**config.mk**
```make
export PLATFORM = sky130hd
export DESIGN_NAME = bram_rr_arbiter
export DESIGN_NICKNAME = d
export VERILOG_FILES = /design/src/rtl/bram_rr_arbiter_pkg.sv /design/src/rtl/bram_rd_tag_pipe.sv /design/src/rtl/bram_rr_arbiter.sv
export SDC_FILE = /design/constraint.sdc
export NUM_CORES = 1
export LEC_CHECK = 0
export CORE_ASPECT_RATIO = 0.8
export CORE_MARGIN = 3
export CORE_UTILIZATION = 29
export CTS_CLUSTER_SIZE = 30
export DETAILED_ROUTE_END_ITERATION = 8
export PLACE_DENSITY = 0.84
export SLEW_MARGIN = 20
export SYNTH_ARGS = -nofsm -noshare
export SYNTH_HDL_FRONTEND = slang
export SYNTH_SLANG_ARGS = --single-unit
export TNS_END_PERCENT = 100
```
**constraint.sdc**
```tcl
create_clock -name axi_clock -period 4.5 [get_ports axi_clock]
set_clock_uncertainty 0.1 [all_clocks]
set_input_delay 0.9 -clock axi_clock [delete_from_list [all_inputs] [get_ports axi_clock]]
set_output_delay 0.9 -clock axi_clock [all_outputs]
set_load 0.1 [all_outputs]
```
**src/rtl/bram_rr_arbiter_pkg.sv**
```systemverilog
// rtl/bram_rr_arbiter_pkg.sv - shared types and helpers for the BRAM round-robin arbiter
// Round-robin pick works on a fixed MAX_REQ-wide vector; callers truncate to their own width.
package bram_arb_pkg;

  typedef enum logic {
    IDLE   = 1'b0,
    LOCKED = 1'b1
  } arb_state_e;

  localparam int MAX_REQ = 8;

  function automatic int id_width(input int n);
    return (n > 1) ? $clog2(n) : 1;
  endfunction

  localparam int ID_W = id_width(MAX_REQ);

  function automatic logic [MAX_REQ-1:0] rr_pick(input logic [MAX_REQ-1:0] valid,
                                                 input int ptr,
                                                 input int n);
    logic [MAX_REQ-1:0] rot;
    int                 idx;
    logic               found;
    rr_pick = '0;
    found   = 1'b0;
    for (int k = 0; k < MAX_REQ; k++) begin
      idx = ptr + k;
      if (idx >= n) idx -= n;
      rot = valid >> idx;
      if ((k < n) && !found && rot[0]) begin
        rr_pick = MAX_REQ'(1) << idx;
        found   = 1'b1;
      end
    end
  endfunction

endpackage

```
**src/rtl/bram_rd_tag_pipe.sv**
```systemverilog
// rtl/bram_rd_tag_pipe.sv - {valid,id} delay line matching the BRAM read latency
// Tail entry marks which requester owns the bram_dout word of the current cycle.
module bram_rd_tag_pipe #(
  parameter int DEPTH = 1,
  parameter int ID_W  = 2
) (
  input  logic            axi_clock,
  input  logic            rst,
  input  logic            push_valid,
  input  logic [ID_W-1:0] push_id,
  output logic            tail_valid,
  output logic [ID_W-1:0] tail_id,
  output logic            any_valid
);

  logic [DEPTH-1:0]           vld;
  logic [DEPTH-1:0][ID_W-1:0] ids;

  always_ff @(posedge axi_clock or posedge rst) begin
    if (rst) begin
      vld <= '0;
      ids <= '0;
    end else begin
      vld[0] <= push_valid;
      ids[0] <= push_id;
      for (int i = 1; i < DEPTH; i++) begin
        vld[i] <= vld[i-1];
        ids[i] <= ids[i-1];
      end
    end
  end

  assign tail_valid = vld[DEPTH-1];
  assign tail_id    = ids[DEPTH-1];
  assign any_valid  = |vld;

endmodule

```
**src/rtl/bram_rr_arbiter.sv**
```systemverilog
// rtl/bram_rr_arbiter.sv - round-robin single-port BRAM sharing with burst lock and read routing
// resp_data passes bram_dout straight through; BRAM_LATENCY already includes any BRAM output register.
module bram_rr_arbiter
  import bram_arb_pkg::*;
#(
  parameter int NUM_REQ      = 3,
  parameter int DATA_WIDTH   = 32,
  parameter int ADDR_WIDTH   = 10,
  parameter int BRAM_LATENCY = 1
) (
  input  logic                          axi_clock,
  input  logic                          rst,
  input  logic [NUM_REQ-1:0]            req_valid,
  output logic [NUM_REQ-1:0]            req_ready,
  input  logic [NUM_REQ-1:0]            req_we,
  input  logic [NUM_REQ-1:0]            req_last,
  input  logic [NUM_REQ*ADDR_WIDTH-1:0] req_addr,
  input  logic [NUM_REQ*DATA_WIDTH-1:0] req_din,
  output logic [NUM_REQ-1:0]            resp_valid,
  output logic [DATA_WIDTH-1:0]         resp_data,
  output logic                          bram_en,
  output logic                          bram_we,
  output logic [ADDR_WIDTH-1:0]         bram_addr,
  output logic [DATA_WIDTH-1:0]         bram_din,
  input  logic [DATA_WIDTH-1:0]         bram_dout,
  output logic                          busy
);

  localparam int IDW = id_width(NUM_REQ);

  arb_state_e         state, state_nxt;
  logic [IDW-1:0]     owner, owner_nxt;
  logic [IDW-1:0]     rr_ptr, rr_ptr_nxt;
  logic [MAX_REQ-1:0] valid_ext;
  logic [NUM_REQ-1:0] pick;
  logic               accept;
  logic [IDW-1:0]     win;
  logic               win_last;
  logic [IDW-1:0]     sel;
  logic               tail_valid;
  logic [IDW-1:0]     tail_id;
  logic               pipe_any;

  // Grant: owner-only while locked, otherwise first valid from rr_ptr onward.
  always_comb begin
    valid_ext                = '0;
    valid_ext[NUM_REQ-1:0]   = req_valid;
    pick                     = NUM_REQ'(rr_pick(valid_ext, int'(rr_ptr), NUM_REQ));
    req_ready                = '0;
    if (state == LOCKED) begin
      for (int i = 0; i < NUM_REQ; i++)
        if (owner == IDW'(i)) req_ready[i] = req_valid[i];
    end else begin
      req_ready = pick;
    end
    accept   = |req_ready;
    win      = '0;
    win_last = 1'b0;
    for (int i = 0; i < NUM_REQ; i++) begin
      if (req_ready[i]) begin
        win      = IDW'(i);
        win_last = req_last[i];
      end
    end
  end

  always_ff @(posedge axi_clock or posedge rst) begin
    if (rst) begin
      state  <= IDLE;
      owner  <= '0;
      rr_ptr <= '0;
    end else begin
      state  <= state_nxt;
      owner  <= owner_nxt;
      rr_ptr <= rr_ptr_nxt;
    end
  end

  always_comb begin
    state_nxt  = state;
    owner_nxt  = owner;
    rr_ptr_nxt = rr_ptr;
    if (accept) begin
      if (win_last) begin
        state_nxt  = IDLE;
        rr_ptr_nxt = (win == IDW'(NUM_REQ - 1)) ? '0 : win + IDW'(1);
      end else begin
        state_nxt = LOCKED;
        owner_nxt = win;
      end
    end
  end

  // Idle cycles park the address/data mux on rr_ptr's slice.
  always_comb begin
    sel       = accept ? win : rr_ptr;
    bram_en   = accept;
    bram_we   = 1'b0;
    bram_addr = '0;
    bram_din  = '0;
    for (int i = 0; i < NUM_REQ; i++) begin
      if (sel == IDW'(i)) begin
        bram_addr = req_addr[i*ADDR_WIDTH +: ADDR_WIDTH];
        bram_din  = req_din[i*DATA_WIDTH +: DATA_WIDTH];
        bram_we   = accept & req_we[i];
      end
    end
    resp_valid = '0;
    for (int i = 0; i < NUM_REQ; i++)
      resp_valid[i] = tail_valid && (tail_id == IDW'(i));
    resp_data = bram_dout;
    busy      = (state == LOCKED) | pipe_any;
  end

  bram_rd_tag_pipe #(
    .DEPTH (BRAM_LATENCY),
    .ID_W  (IDW)
  ) u_tag_pipe (
    .axi_clock  (axi_clock),
    .rst        (rst),
    .push_valid (accept & ~bram_we),
    .push_id    (win),
    .tail_valid (tail_valid),
    .tail_id    (tail_id),
    .any_valid  (pipe_any)
  );

endmodule
```
==> impl_metrics.csv <==
group,metric,value,unit
sta,fin_crit_sh,96.9,%
critical_path,crit_path_start_kind,"input pin",
clocking,cts_tree,"yes",
detailed_routing,initialDrtViolationCount,56,
floorplanning,ioPinCount,252,
detailed_routing,route.detailed.vias_per_inst,5.00,
critical_path,worst_ep_required_time,3.50,ns
floorplanning,fp.dieArea,8940,sq um
synthesis,postSynth.topFlopCell,"dfrtp_1",
clocking,cts_hold_buffers,0,
clocking,worst_setup_hold_path_clk_slew,0.04,ns
critical_path,series_of_cell_instances_along_the_critical_path,"dlygate4sd2_1 -> nor2b_1 -> o21ai_1 -> a2111o_2 -> mux2i_4 -> nand2_2 -> inv_4 -> o41ai_4 -> buf_6 -> buf_12 -> o2bb2ai_4 -> buf_12",
critical_path,critical-path-max-stage-delay,0.51,ns
synthesis,synth-compound-area-share,38.8,%
detailed_routing,drt_pass1_iterations,4,
flow_run,number_of_violations_of_the_max_capacitance_limit,0,
global_routing,global_route.usage.total,20.6,%
finish,stdcell_area,5320,sq um
synthesis,yosys.area_share.adder,3.30,%
critical_path,path_type_of_the_worst_setup_path,"input pin to output pin",
synthesis,largest_family_of_logic_cells_by_synthesized_area,"compound AO/OA/AOI/OAI gates",
sta,slew_viol_final,0,
global_routing,vias_in_the_first_global_route,2724,
placement,gp_congestion,0.798,
critical_path,critical_path.most_common_cell,"buf_12",
detailed_routing,remaining_drc_errors,0,
synthesis,yosys.area_share.xor_xnor,0,%
clocking,tritoncts_num_sinks,8,
finish,antenna_cells_inserted,0,
placement,post-dp-hpwl,8.55,mm
critical_path,critPathTopFamily,"compound AO/OA/AOI/OAI gates",
finish,syn2layout_area_growth,134,%
detailed_routing,detail-route-antenna-nets,0,
sta,worst_case_headroom_to_the_max_slew_limit,34.4,%
floorplanning,initial_util,30.3,%
floorplanning,placeableCoreArea,7500,sq um
sta,fmax,0.229,GHz
floorplanning,dieWidth,105,um
global_routing,grt_antenna_before_repair,0,
status,run_status,"complete, no violations",
clocking,maximum_clock_path_buffer_count,2,
placement,buffers_added_on_ports,187,
global_routing,grt_overflow,0,
global_routing,grt_pass1_wl,14.8,mm
synthesis,yosysWarnings,0,
synthesis,syn-mean-instance-area,10.2,sq um
synthesis,synth.net_count,398,
floorplanning,chipHeight,85.2,um
clocking,worst_skew_pair.late_latency,0.23,ns
clocking,cts_inserted_buffers,3,
placement,postPlaceCellArea,5220,sq um
critical_path,worst_setup_path_end_kind,"output pin",
sta,setup_viol,0,
detailed_routing,drt-total-wl,9.69,mm
sta,setup_repair_after_global_routing_missed_its_margin,"no",
detailed_routing,vias_after_detailed_routing,2508,
critical_path,regToRegSetupSlack,1.27,ns
clocking,cts.root.buffer_cell,"clkbuf_8",
sta,final.setup.worst_slack,0.141,ns
sta,post-route-min-period,4.36,ns
synthesis,yosys_register_bits,8,
synthesis,post_synth_main_area_contributors,"o2bb2ai_2 (26%), mux2i_1 (21%), buf_4 (13%), dfrtp_1 (8.8%), ha_1 (3.3%)",
finish,layout.cells.most_common,"clkdlybuf4s50_1",
placement,placement.setup.worst_slack,-0.159,ns
critical_path,timing.critical_path.slowest_stage_cell,"a2111o_2",
clocking,number_of_levels_in_the_clock_h_tree,1,
detailed_routing,post_drt_wl_per_cell,19.3,um
synthesis,post_synth_edffs,0,
finish,layout-drive-gt1-share,36.8,%
finish,layout.cells.most_common_list,"clkdlybuf4s50_1 (137), buf_12 (57), mux2i_1 (45)",
global_routing,grt_max_degree,17,
hold_path,hold_path_class,"register to register",
synthesis,ys_async_sr_fraction,100,%
sta,worstMarginPinSlew,0.981,ns
critical_path,cp_data_arrival_time,3.36,ns
critical_path,path_buf_inv,5,
synthesis,synth.yosys.seq_area_share,8.81,%
synthesis,postSynthCellCount,223,
finish,layout.nets,574,
floorplanning,placement_rows,28,
synthesis,netlist-cell-type-count,57,
synthesis,synth_top_area_cell,"o2bb2ai_2",
critical_path,worstPathMaxFanout,8,
sta,timing_hold_violations_final,0,
synthesis,mappedNetlistArea,2270,sq um
synthesis,yosys.area_share.simple,8.54,%
synthesis,synth.mux.area_fraction,21.3,%
synthesis,synth.top_cell.area_share,26.4,%
-- per-stage QoR --
| step | TNS (ns) | hold WS (ns) | util (%) | instances |
|---|---|---|---|---|
| final | 0 | 0.554 | 70.9 | 502 |
| after detailed placement | -4.38 | 0.550 | 69.6 | 495 |
| after floorplan | -0.940 | 0.444 | - | 223 |
| after global placement | -1.85 | 0.516 | 69.6 | 495 |
| after global routing | 0 | 0.585 | 70.9 | 502 |
| after CTS | 0 | 0.562 | 70.5 | 499 |
-- per-layer routing --
metal	vias to the layer above	part of all wire [%]	GRT usage, %	wire length [um]
li1	1178	-	-	-
met1	1179	36	22.8	3450
met2	141	55	39.1	5320
met3	10	8.1	6.54	785
met4	0	1.4	3.81	135
met5	-	0	0	0
-- flip-flops by register name, summed over array words and instances (netlist names) --
signal and flops:
u_tag_pipe.any_valid 1, rr_ptr 2, owner 2, u_tag_pipe.tail_id 2, state 1
-- worst reg2reg max path: stages, from the launching register on --
cell	delay, ns
dfrtp_2	0.41
clkinvlp_4	0.15
ha_1	0.38
inv_2	0.13
a21oi_2	0.07
a2111o_2	0.52
buf_4	0.16
mux2i_1	0.13
o21a_2	0.21
buf_4	0.21
inv_2	0.12
a311o_1	0.33
a22o_1	0.20
-- synthesized netlist by cell type, types with 2 or more instances --
cell	count
mux2i_1	47
o2bb2ai_2	40
buf_4	38
dfrtp_1	8
nor2_1	7
ha_1	6
buf_6	5
inv_1	5
nand2_1	5
clkbuf_8	4
o2bb2ai_1	3
and3b_1	2
inv_2	2
nand2b_1	2
nand3_1	2
nor2b_1	2
nor3_1	2
o21ai_0	2
o21ai_1	2
o22ai_1	2
-- worst paths after layout --
kind	cells after the start	from	to
max reg2reg	12	rr_ptr[1]	rr_ptr[0]
max in group asynchronous	2	rst	rr_ptr[1]
min in group asynchronous	2	rst	rr_ptr[0]
min	2	owner[0]	owner[0]
max	12	req_valid[2]	bram_din[21]
min reg2reg	2	owner[0]	owner[0]
-- area by class of cell --
| cell class | instances | area [sq um] |
|---|---|---|
| well taps | 105 | 131 |
| clock buffers | 3 | 41.3 |
| inverters | 8 | 36.3 |
| multi-input cells | 158 | 2180 |
| repair buffers | 220 | 2720 |
| fillers | 540 | 2180 |
| flip-flops and latches | 8 | 201 |
-- cell families (layout without fill, tap and decap cells) --
| kind of cell | Yosys count | count (layout) |
|---|---|---|
| mux | 48 | 48 |
| simple gates | 33 | 33 |
| fa+ha+maj | 6 | 6 |
| compound gates | 71 | 71 |
| flops | 8 | 8 |
| buf+inv | 57 | 231 |
-- timing repair --
item                       4_1_cts  5_1_grt
setup endpoints to repair       42       43
resized for setup                8        3
pin swaps                        2        1
buffers inserted                 1        3
Power is left out: the tool's default activity adds up to more than one toggle a clock period on the data nets, which glitch-free logic cannot reach.
